$ cat config.mk
export PLATFORM = sky130hd
export DESIGN_NAME = control_unit
export DESIGN_NICKNAME = d
export VERILOG_FILES = /design/src/rtl/ctrl_pkg.sv /design/src/rtl/instr_decoder.sv /design/src/rtl/control_unit.sv
export SDC_FILE = /design/constraint.sdc
export NUM_CORES = 1
export LEC_CHECK = 0
export CORE_MARGIN = 2
export CORE_UTILIZATION = 37
export CTS_CLUSTER_DIAMETER = 150
export DETAILED_ROUTE_END_ITERATION = 8
export PLACE_DENSITY = 0.83
export SETUP_SLACK_MARGIN = 0.05
export SLEW_MARGIN = 20
export SYNTH_ARGS = -nofsm -noshare
export SYNTH_HDL_FRONTEND = slang
export SYNTH_SLANG_ARGS = --single-unit
$ cat constraint.sdc
create_clock -name CLK -period 3 [get_ports CLK]
set_input_delay 0.45 -clock CLK [delete_from_list [all_inputs] [get_ports CLK]]
set_output_delay 0.45 -clock CLK [all_outputs]
set_load 0.01 [all_outputs]
$ cat src/rtl/ctrl_pkg.sv
// ctrl_pkg: opcodes, ALU function encodings and FSM states shared by the control unit
package ctrl_pkg;
  localparam logic [7:0] OP_LOADI = 8'h00;
  localparam logic [7:0] OP_MOV   = 8'h01;
  localparam logic [7:0] OP_ADD   = 8'h02;
  localparam logic [7:0] OP_SUB   = 8'h03;
  localparam logic [7:0] OP_AND   = 8'h04;
  localparam logic [7:0] OP_OR    = 8'h05;
  typedef enum logic [2:0] {
    ALU_FWD = 3'b000,
    ALU_ADD = 3'b001,
    ALU_AND = 3'b010,
    ALU_OR  = 3'b011
  } aluop_t;
  typedef enum logic [1:0] {IDLE, EXEC, WB, ERR} state_t;
endpackage

$ cat src/rtl/instr_decoder.sv
// instr_decoder: combinational opcode to ALU control mapping
module instr_decoder
  import ctrl_pkg::*;
(
  input  logic [7:0] opcode,
  output aluop_t     aluop,
  output logic       imm_sel,
  output logic       neg_sel,
  output logic       legal
);
  always_comb begin
    legal = opcode <= OP_OR;
    imm_sel = opcode == OP_LOADI;
    neg_sel = opcode == OP_SUB;
    aluop = (opcode == OP_ADD || opcode == OP_SUB) ? ALU_ADD :
            opcode == OP_AND ? ALU_AND :
            opcode == OP_OR  ? ALU_OR  : ALU_FWD;
  end
endmodule

$ cat src/rtl/control_unit.sv
// control_unit: accepts one instruction at a time, registers its decoded controls
// and sequences EXEC (1 or 2 cycles) -> WB write strobe, or ERR for illegal opcodes
module control_unit
  import ctrl_pkg::*;
(
  input  logic        CLK,
  input  logic        RESET,
  input  logic [31:0] INSTRUCTION,
  input  logic        INSTR_VALID,
  output logic        INSTR_READY,
  output logic [2:0]  ALUOP,
  output logic        IMM_SEL,
  output logic        NEG_SEL,
  output logic [2:0]  READREG1,
  output logic [2:0]  READREG2,
  output logic [2:0]  WRITEREG,
  output logic [7:0]  IMMEDIATE,
  output logic        WRITEENABLE,
  output logic        ILLEGAL
);
  state_t state, next;
  aluop_t aluop_d;
  logic   imm_sel_d, neg_sel_d, legal, cnt, accept;
  logic   unused_bits;
  assign unused_bits = ^{INSTRUCTION[23:19], INSTRUCTION[15:11]};
  assign accept = INSTR_VALID && state == IDLE;
  instr_decoder u_dec (
    .opcode  (INSTRUCTION[31:24]),
    .aluop   (aluop_d),
    .imm_sel (imm_sel_d),
    .neg_sel (neg_sel_d),
    .legal   (legal)
  );
  // cnt set on accept means the adder needs one extra EXEC cycle
  always_ff @(posedge CLK or negedge RESET) begin
    if (!RESET) begin
      state     <= IDLE;
      cnt       <= 1'b0;
      ALUOP     <= '0;
      IMM_SEL   <= 1'b0;
      NEG_SEL   <= 1'b0;
      READREG1  <= '0;
      READREG2  <= '0;
      WRITEREG  <= '0;
      IMMEDIATE <= '0;
    end else begin
      state <= next;
      if (accept) begin
        cnt       <= aluop_d == ALU_ADD;
        ALUOP     <= aluop_d;
        IMM_SEL   <= imm_sel_d;
        NEG_SEL   <= neg_sel_d;
        READREG1  <= INSTRUCTION[10:8];
        READREG2  <= INSTRUCTION[2:0];
        WRITEREG  <= INSTRUCTION[18:16];
        IMMEDIATE <= INSTRUCTION[7:0];
      end else if (state == EXEC) begin
        cnt <= 1'b0;
      end
    end
  end
  always_comb begin
    next = state == IDLE ? (accept ? (legal ? EXEC : ERR) : IDLE) :
           state == EXEC ? (cnt ? EXEC : WB) : IDLE;
  end
  always_comb begin
    INSTR_READY = state == IDLE;
    WRITEENABLE = state == WB;
    ILLEGAL     = state == ERR;
  end
endmodule

==> summary.md, run 1 <==
| Metric | Value |
|---|---|
| Congestion Overflow GR | `0` |
| Number of DRC markers in iteration 0 | `2` |
| I/O pin total | `60` |
| Syn Nets | `137` |
| Max VDD drop | `522 µV` |
| CP delay by family, top | `buffers and inverters` |
| Num CTS Buffers | `3` |
| CTS Buffer Depth | `2` |
| Max frequency | `524 MHz` |
| Slew Limit Fails | `0` |
| Chip width | `53.4 µm` |
| Fillers | `213` |
| Post-synthesis simple-gate area fraction | `30.6%` |
| Crit Path Class | `reg -> out` |
| Met2 WL post-DR | `1050 µm` |
| First-pass GRT wire length | `3390 µm` |
| Largest family of logic cells by synthesized area | `simple AND/OR/NAND/NOR gates` |
| Routability congestion estimate | `0.672` |
| Die span in y | `53.4 µm` |
| Flop-to-flop setup slack | `1.38 ns` |
| Status | `finished, final reports clean` |
| Synthesized area | `903 µm²` |
| Crit path buf inv count | `1` |
| Largest net degree at the start of global routing | `23` |
| Synth Area in Compound Gates | `5.12%` |
| DRC | `0` |
| Final hold slack | `0.487 ns` |
| Setup_tns | `0 ns` |
| Seq/Total Area, Yosys | `58.2%` |
| Leakage | `0.649 nW` |
| Routed len/inst | `11.7 µm` |
| Max Used Layer | `met4` |
| Netlist cell types | `21` |
| Layout Nets | `184` |
| Cells after synthesis | `102` |
| Slew of the pin with the lowest slew margin | `0.910 ns` |
| Mux contribution to synthesized area | `1.11%` |
| YS warnings | `0` |
| Critical path fanouts, max | `7` |
| # hold bufs at CTS | `0` |
| Slew headroom | `39.1%` |
| Gr usage total | `16.1%` |
| Area growth syn-to-layout | `56.2%` |
| Share of post-route cells with drive strength above 1 | `4.05%` |
| Metal3 WL | `153 µm` |
| Worst-Skew Late Latency | `0.29 ns` |
| Site Rows | `17` |
| Met1 wire length | `845 µm` |
| Worst Path Arrival | `1.46 ns` |
| Initial antenna violation count | `0` |
| DRT Pass-1 Iters | `4` |
| Vias in the first global route | `779` |
| H-tree depth | `1` |
| CTS tree | `built` |
| CP Data Required Time | `2.55 ns` |
| Routed vias/inst | `4.52` |
| Core box area | `2250 µm²` |
| Max_cap viols | `0` |
| Number of failing hold endpoints at the final stage | `0` |
| PostCTS Resize Cnt | `0` |
| Post-DP HPWL | `1590 µm` |
| Pwr dens | `804 nW/µm²` |
| Post-Route WL | `2060 µm` |
| Clock skew | `0.00252 ns` |
| IO buf count | `48` |
| Antenna-violating nets left | `0` |
| Reg clk slew, reported paths | `0.11 ns` |
| Sink Count | `21` |
| Startpoint Class | `register` |
| Antenna fix cells | `0` |
| CTS Root Cell | `clkbuf_4` |
| Vias | `795` |
| Setup-failing EPs final | `0` |
| Worst path max stage delay | `0.53 ns` |
| Die area | `2850 µm²` |
| Hold Crit Class | `reg -> reg` |
| Multi-input gate area | `337 µm²` |
| Min Clock Period, post-route | `1.91 ns` |
| Synth Register Bits | `21` |
| Crit. End Element | `output pin` |
| Adder-cell share of the synthesized area | `0%` |
| XOR/XNOR share of the synthesized area | `0%` |
| Crit-path cells | `and2_1 > clkdlybuf4s50_1` |
| Storage cell area | `526 µm²` |
| Period Utilization, post-route | `63.6%` |
| Initial core utilization | `40.1%` |
| Mapped Avg Cell Area | `8.86 µm²` |
| Unrepaired setup endpoints after global routing | `false` |
| Setup bufs post-CTS | `0` |
| CP max stage cell | `clkdlybuf4s50_1` |
[synth_stat cells (all sizes together)]
cell type / instances / area share, %
conb: 1 / 0.42
clkbuf: 3 / 1.2
nor3b: 1 / 1.4
o22ai: 1 / 0.69
a21o: 1 / 0.83
nand2: 50 / 21
or3b: 1 / 1.2
o31ai: 1 / 0.83
nor2: 3 / 1.2
nor3: 1 / 0.55
nand3: 2 / 1.1
mux2i: 1 / 1.1
dfrtp: 21 / 58
nor2b: 3 / 2.1
a21oi: 1 / 0.55
nand2b: 1 / 0.69
buf: 4 / 3.3
o21ai: 4 / 2.2
or4: 1 / 0.83
and2: 1 / 0.69
[path summary, 6_finish.rpt]
check | startpoint | endpoint | depth (start not counted)
worst max-delay path | state[0] | ILLEGAL | 2
min in group asynchronous | RESET | ALUOP[0] | 1
max in group asynchronous | RESET | state[0] | 1
worst max register to register | state[1] | IMM_SEL | 3
worst min-delay path | ALUOP[0] | ALUOP[0] | 2
worst min register to register | ALUOP[0] | ALUOP[0] | 2
[flip-flops by register name, summed over array words and instances, names as in the netlist]
name / cells
WRITEREG: 3
READREG2: 2
state: 2
NEG_SEL: 1
ALUOP: 2
READREG1: 3
IMM_SEL: 1
cnt: 1
IMMEDIATE: 6
[cells by family after synthesis]
logic type	count (synthesis)
AOI/OAI and AO/OA	8
buffers and inverters	7
DFF	21
muxes	1
other	1
and+or+nand+nor	64
[routing by layer]
layer	GRT usage, %	vias up
met3	4.52	2
li1	-	410
met2	29.8	29
met4	3.85	0
met5	0	-
met1	18.0	354
[power breakdown]
group / switching, W / internal [W] / total, W
sequential: 0.0000704 / 0.000384 / 0.000455
combinational: 0.000236 / 0.000313 / 0.000549
clock: 0.0000787 / 0.0000516 / 0.000130
total: 0.000386 / 0.000749 / 0.00113
[layout make-up]
type,count,area share [%]
sequential,21,37.2
tap,28,2.48
timing repair buffer,49,34.6
multi-input combinational,74,23.8
clock buffer,4,1.86
[worst min-delay path, stage by stage (launching register included)]
cell     delay [ns]
dfrtp_1        0.36
nand2_1        0.05
o31ai_1        0.05
[cell usage in the layout (no fill, tap or decap), types with 2 or more instances in the layout]
cell type	Yosys	final
clkbuf_4	0	3
nor2_1	3	3
nor2b_1	3	3
clkdlybuf4s50_1	0	48
dfrtp_1	21	21
o21ai_0	3	3
nand3_1	2	2
nand2_1	50	50
[stage by stage]
step           cells  util, %  cell area, µm²  setup WS, ns  power (W)
6_report         176     62.6            1410          1.09    0.00113
5_1_grt          176     62.6            1410          1.01    0.00123
4_1_cts          176     62.6            1410          1.08    0.00115
3_5_place_dp     172     61.4            1390         0.901    0.00102
3_3_place_gp     172     61.4            1390         0.931   0.000998
2_1_floorplan    102        -             903          1.60   0.000706
Power figures use the tool's default switching activity.
==> run 2, diff against run 1 <==
CORE_UTILIZATION = 31   (was 37)
PLACE_DENSITY = 0.74   (was 0.83)
clock period = 1.6 ns   (was 3 ns; I/O delays follow)
==> summary.md, run 2 (synthesis gave the netlist of run 1 again) <==
| Metric | Value |
|---|---|
| Regs by FF count | `IMMEDIATE: 6 flops, READREG1: 3 flops, WRITEREG: 3 flops` |
| Post-Route WL | `2290 µm (+11%)` |
| Final hold slack | `0.260 ns (-0.227 ns)` |
| Crit Path Class | `reg -> out` |
| Unrepaired setup endpoints after global routing | `true` |
| Hold Crit Class | `in -> async` |
| Sink Count | `21 (unchanged)` |
| Area growth syn-to-layout | `64.1%` |
| Max_cap viols | `0 (unchanged)` |
| Die area | `3360 µm² (+18%)` |
| Routed len/inst | `12.2 µm (+4.7%)` |
| Critical path fanouts, max | `3 (-4)` |
| First-pass GRT wire length | `3640 µm (+7.1%)` |
| Period Utilization, post-route | `93.8%` |
| Leakage | `0.701 nW (+8.1%)` |
| Startpoint Class | `register` |
| Max VDD drop | `1070 µV (+100%)` |
| Initial antenna violation count | `0 (unchanged)` |
| Vias | `851 (+7.0%)` |
| CP max stage cell | `clkdlybuf4s50_1` |
| Largest Register | `IMMEDIATE` |
| R2R Path End | `IMM_SEL` |
| Worst path max stage delay | `0.56 ns (+0.03 ns)` |
| Max frequency | `666 MHz` |
| CTS tree | `built` |
| Largest net degree at the start of global routing | `22 (-4.3%)` |
| CTS Root Cell | `clkbuf_4` |
| Congestion Overflow GR | `0 (unchanged)` |
| Post-DP HPWL | `1650 µm (+3.3%)` |
| DRC | `0 (unchanged)` |
| Crit. End Element | `output pin` |
| Number of DRC markers in iteration 0 | `27 (+25)` |
| Setup-failing EPs final | `0 (unchanged)` |
| Most common cell after layout, fill and taps aside | `nand2_1` |
| Vias in the first global route | `797 (+2.3%)` |
| # hold bufs at CTS | `0 (unchanged)` |
| Max FFs per register | `6 (unchanged)` |
| Most frequent cells in the layout | `50 x nand2_1, 45 x clkdlybuf4s50_1, 20 x dfrtp_1, 8 x buf_4` |
| Fillers | `257 (+21%)` |
| Worst-Skew Late Latency | `0.30 ns (about the same)` |
| Site Rows | `19 (+2)` |
| RR Startpoint | `state[0]` |
| Layout Nets | `192 (+4.3%)` |
| Crit-path cells | `clkdlybuf4s50_1` |
| CP delay by family, top | `buffers and inverters` |
| Gr usage total | `14.3% (-1.9 points)` |
| Flop-to-flop setup slack | `0.1 ns (-1.28 ns)` |
| H-tree depth | `1 (unchanged)` |
| IO buf count | `48 (unchanged)` |
| Reg2Reg Depth | `4 (+1)` |
| Worst Path Arrival | `1.26 ns (-0.20 ns)` |
| Antenna-violating nets left | `0 (unchanged)` |
| Crit path buf inv count | `1 (unchanged)` |
| DRT Pass-1 Iters | `4 (unchanged)` |
| Core box area | `2760 µm² (+22%)` |
| Initial core utilization | `32.8% (-7.3 points)` |
| Routability congestion estimate | `0.728 (+8.4%)` |
| Min Clock Period, post-route | `1.50 ns` |
| Routed vias/inst | `4.55 (+0.75%)` |
| Num CTS Buffers | `3 (unchanged)` |
| Number of failing hold endpoints at the final stage | `0 (unchanged)` |
| I/O pin total | `60 (unchanged)` |
| CTS Buffer Depth | `2 (unchanged)` |
| CP Data Required Time | `1.36 ns (-1.19 ns)` |
| Chip width | `58.0 µm (+8.6%)` |
| Pwr dens | `1500 nW/µm² (+87%)` |
| Die span in y | `58.0 µm (+8.6%)` |
| Clock skew | `0.0108 ns (+0.00830 ns)` |
| Status | `finished, final reports clean` |
| Slew Limit Fails | `0 (unchanged)` |
| Share of post-route cells with drive strength above 1 | `10.9% (+6.8 points)` |
| Antenna fix cells | `0 (unchanged)` |
| Reg clk slew, reported paths | `0.12 ns (about the same)` |
| Design Power | `0.00223 W (+97%)` |
[run 2: how the worst max path moves through the flow]
| stage | start | endpoint | cells past startpoint |
|---|---|---|---|
| 2_1_floorplan | state[1] | IMM_SEL | 3 |
| 3_3_place_gp | INSTR_VALID | IMM_SEL | 4 |
| 3_5_place_dp | INSTR_VALID | IMM_SEL | 4 |
| 4_1_cts | state[1] | IMM_SEL | 4 |
| 5_1_grt | state[0] | IMM_SEL | 4 |
| 6_report | READREG2[1] | IMMEDIATE[1] | 1 |
[run 2: routing by layer]
layer | track usage, % | up-vias | share of wire [%]
li1 | - | 425 | -
met4 | 4.98 | 0 | 0
met5 | 0 | - | 0
met2 | 24.7 | 32 | 51
met3 | 3.13 | 0 | 6.4
met1 | 17.5 | 394 | 43
[run 2: area by class of cell]
cell class                      instances  area [µm²]  share of cell area (%)
Clock buffer                            3        22.5                    1.52
Clock inverter                          1        5.00                   0.338
Multi-Input combinational cell         74         342                    23.0
Sequential cell                        21         527                    35.5
Tap cell                               31        38.8                    2.62
Timing Repair Buffer                   57         548                    37.0
[run 2: repair_timing]
item                                    CTS  global route
endpoints found under the setup margin    3             5
resized for setup                         4             2
buffers inserted                          4             1
endpoints found under the hold margin     0             0
gates cloned                              0             0
[run 2: stage by stage]
| stage | worst slack [ns] | TNS [ns] | util (%) | area, µm² | instances |
|---|---|---|---|---|---|
| floorplan | 0.205 | 0 | - | 903 | 102 |
| global placement | -0.0937 | -0.216 | 51.2 | 1410 | 178 |
| detailed placement | -0.127 | -0.524 | 51.2 | 1410 | 178 |
| CTS | 0.0735 | 0 | 53.2 | 1470 | 186 |
| global route | 0.0434 | 0 | 53.8 | 1480 | 187 |
| finish | 0.0995 | 0 | 53.8 | 1480 | 187 |
[run 2: power breakdown]
part	internal (W)	total, W	switching, W
clock network	0.0000931	0.000253	0.000160
logic	0.000651	0.00114	0.000488
registers	0.000722	0.000838	0.000116
total	0.00147	0.00223	0.000763
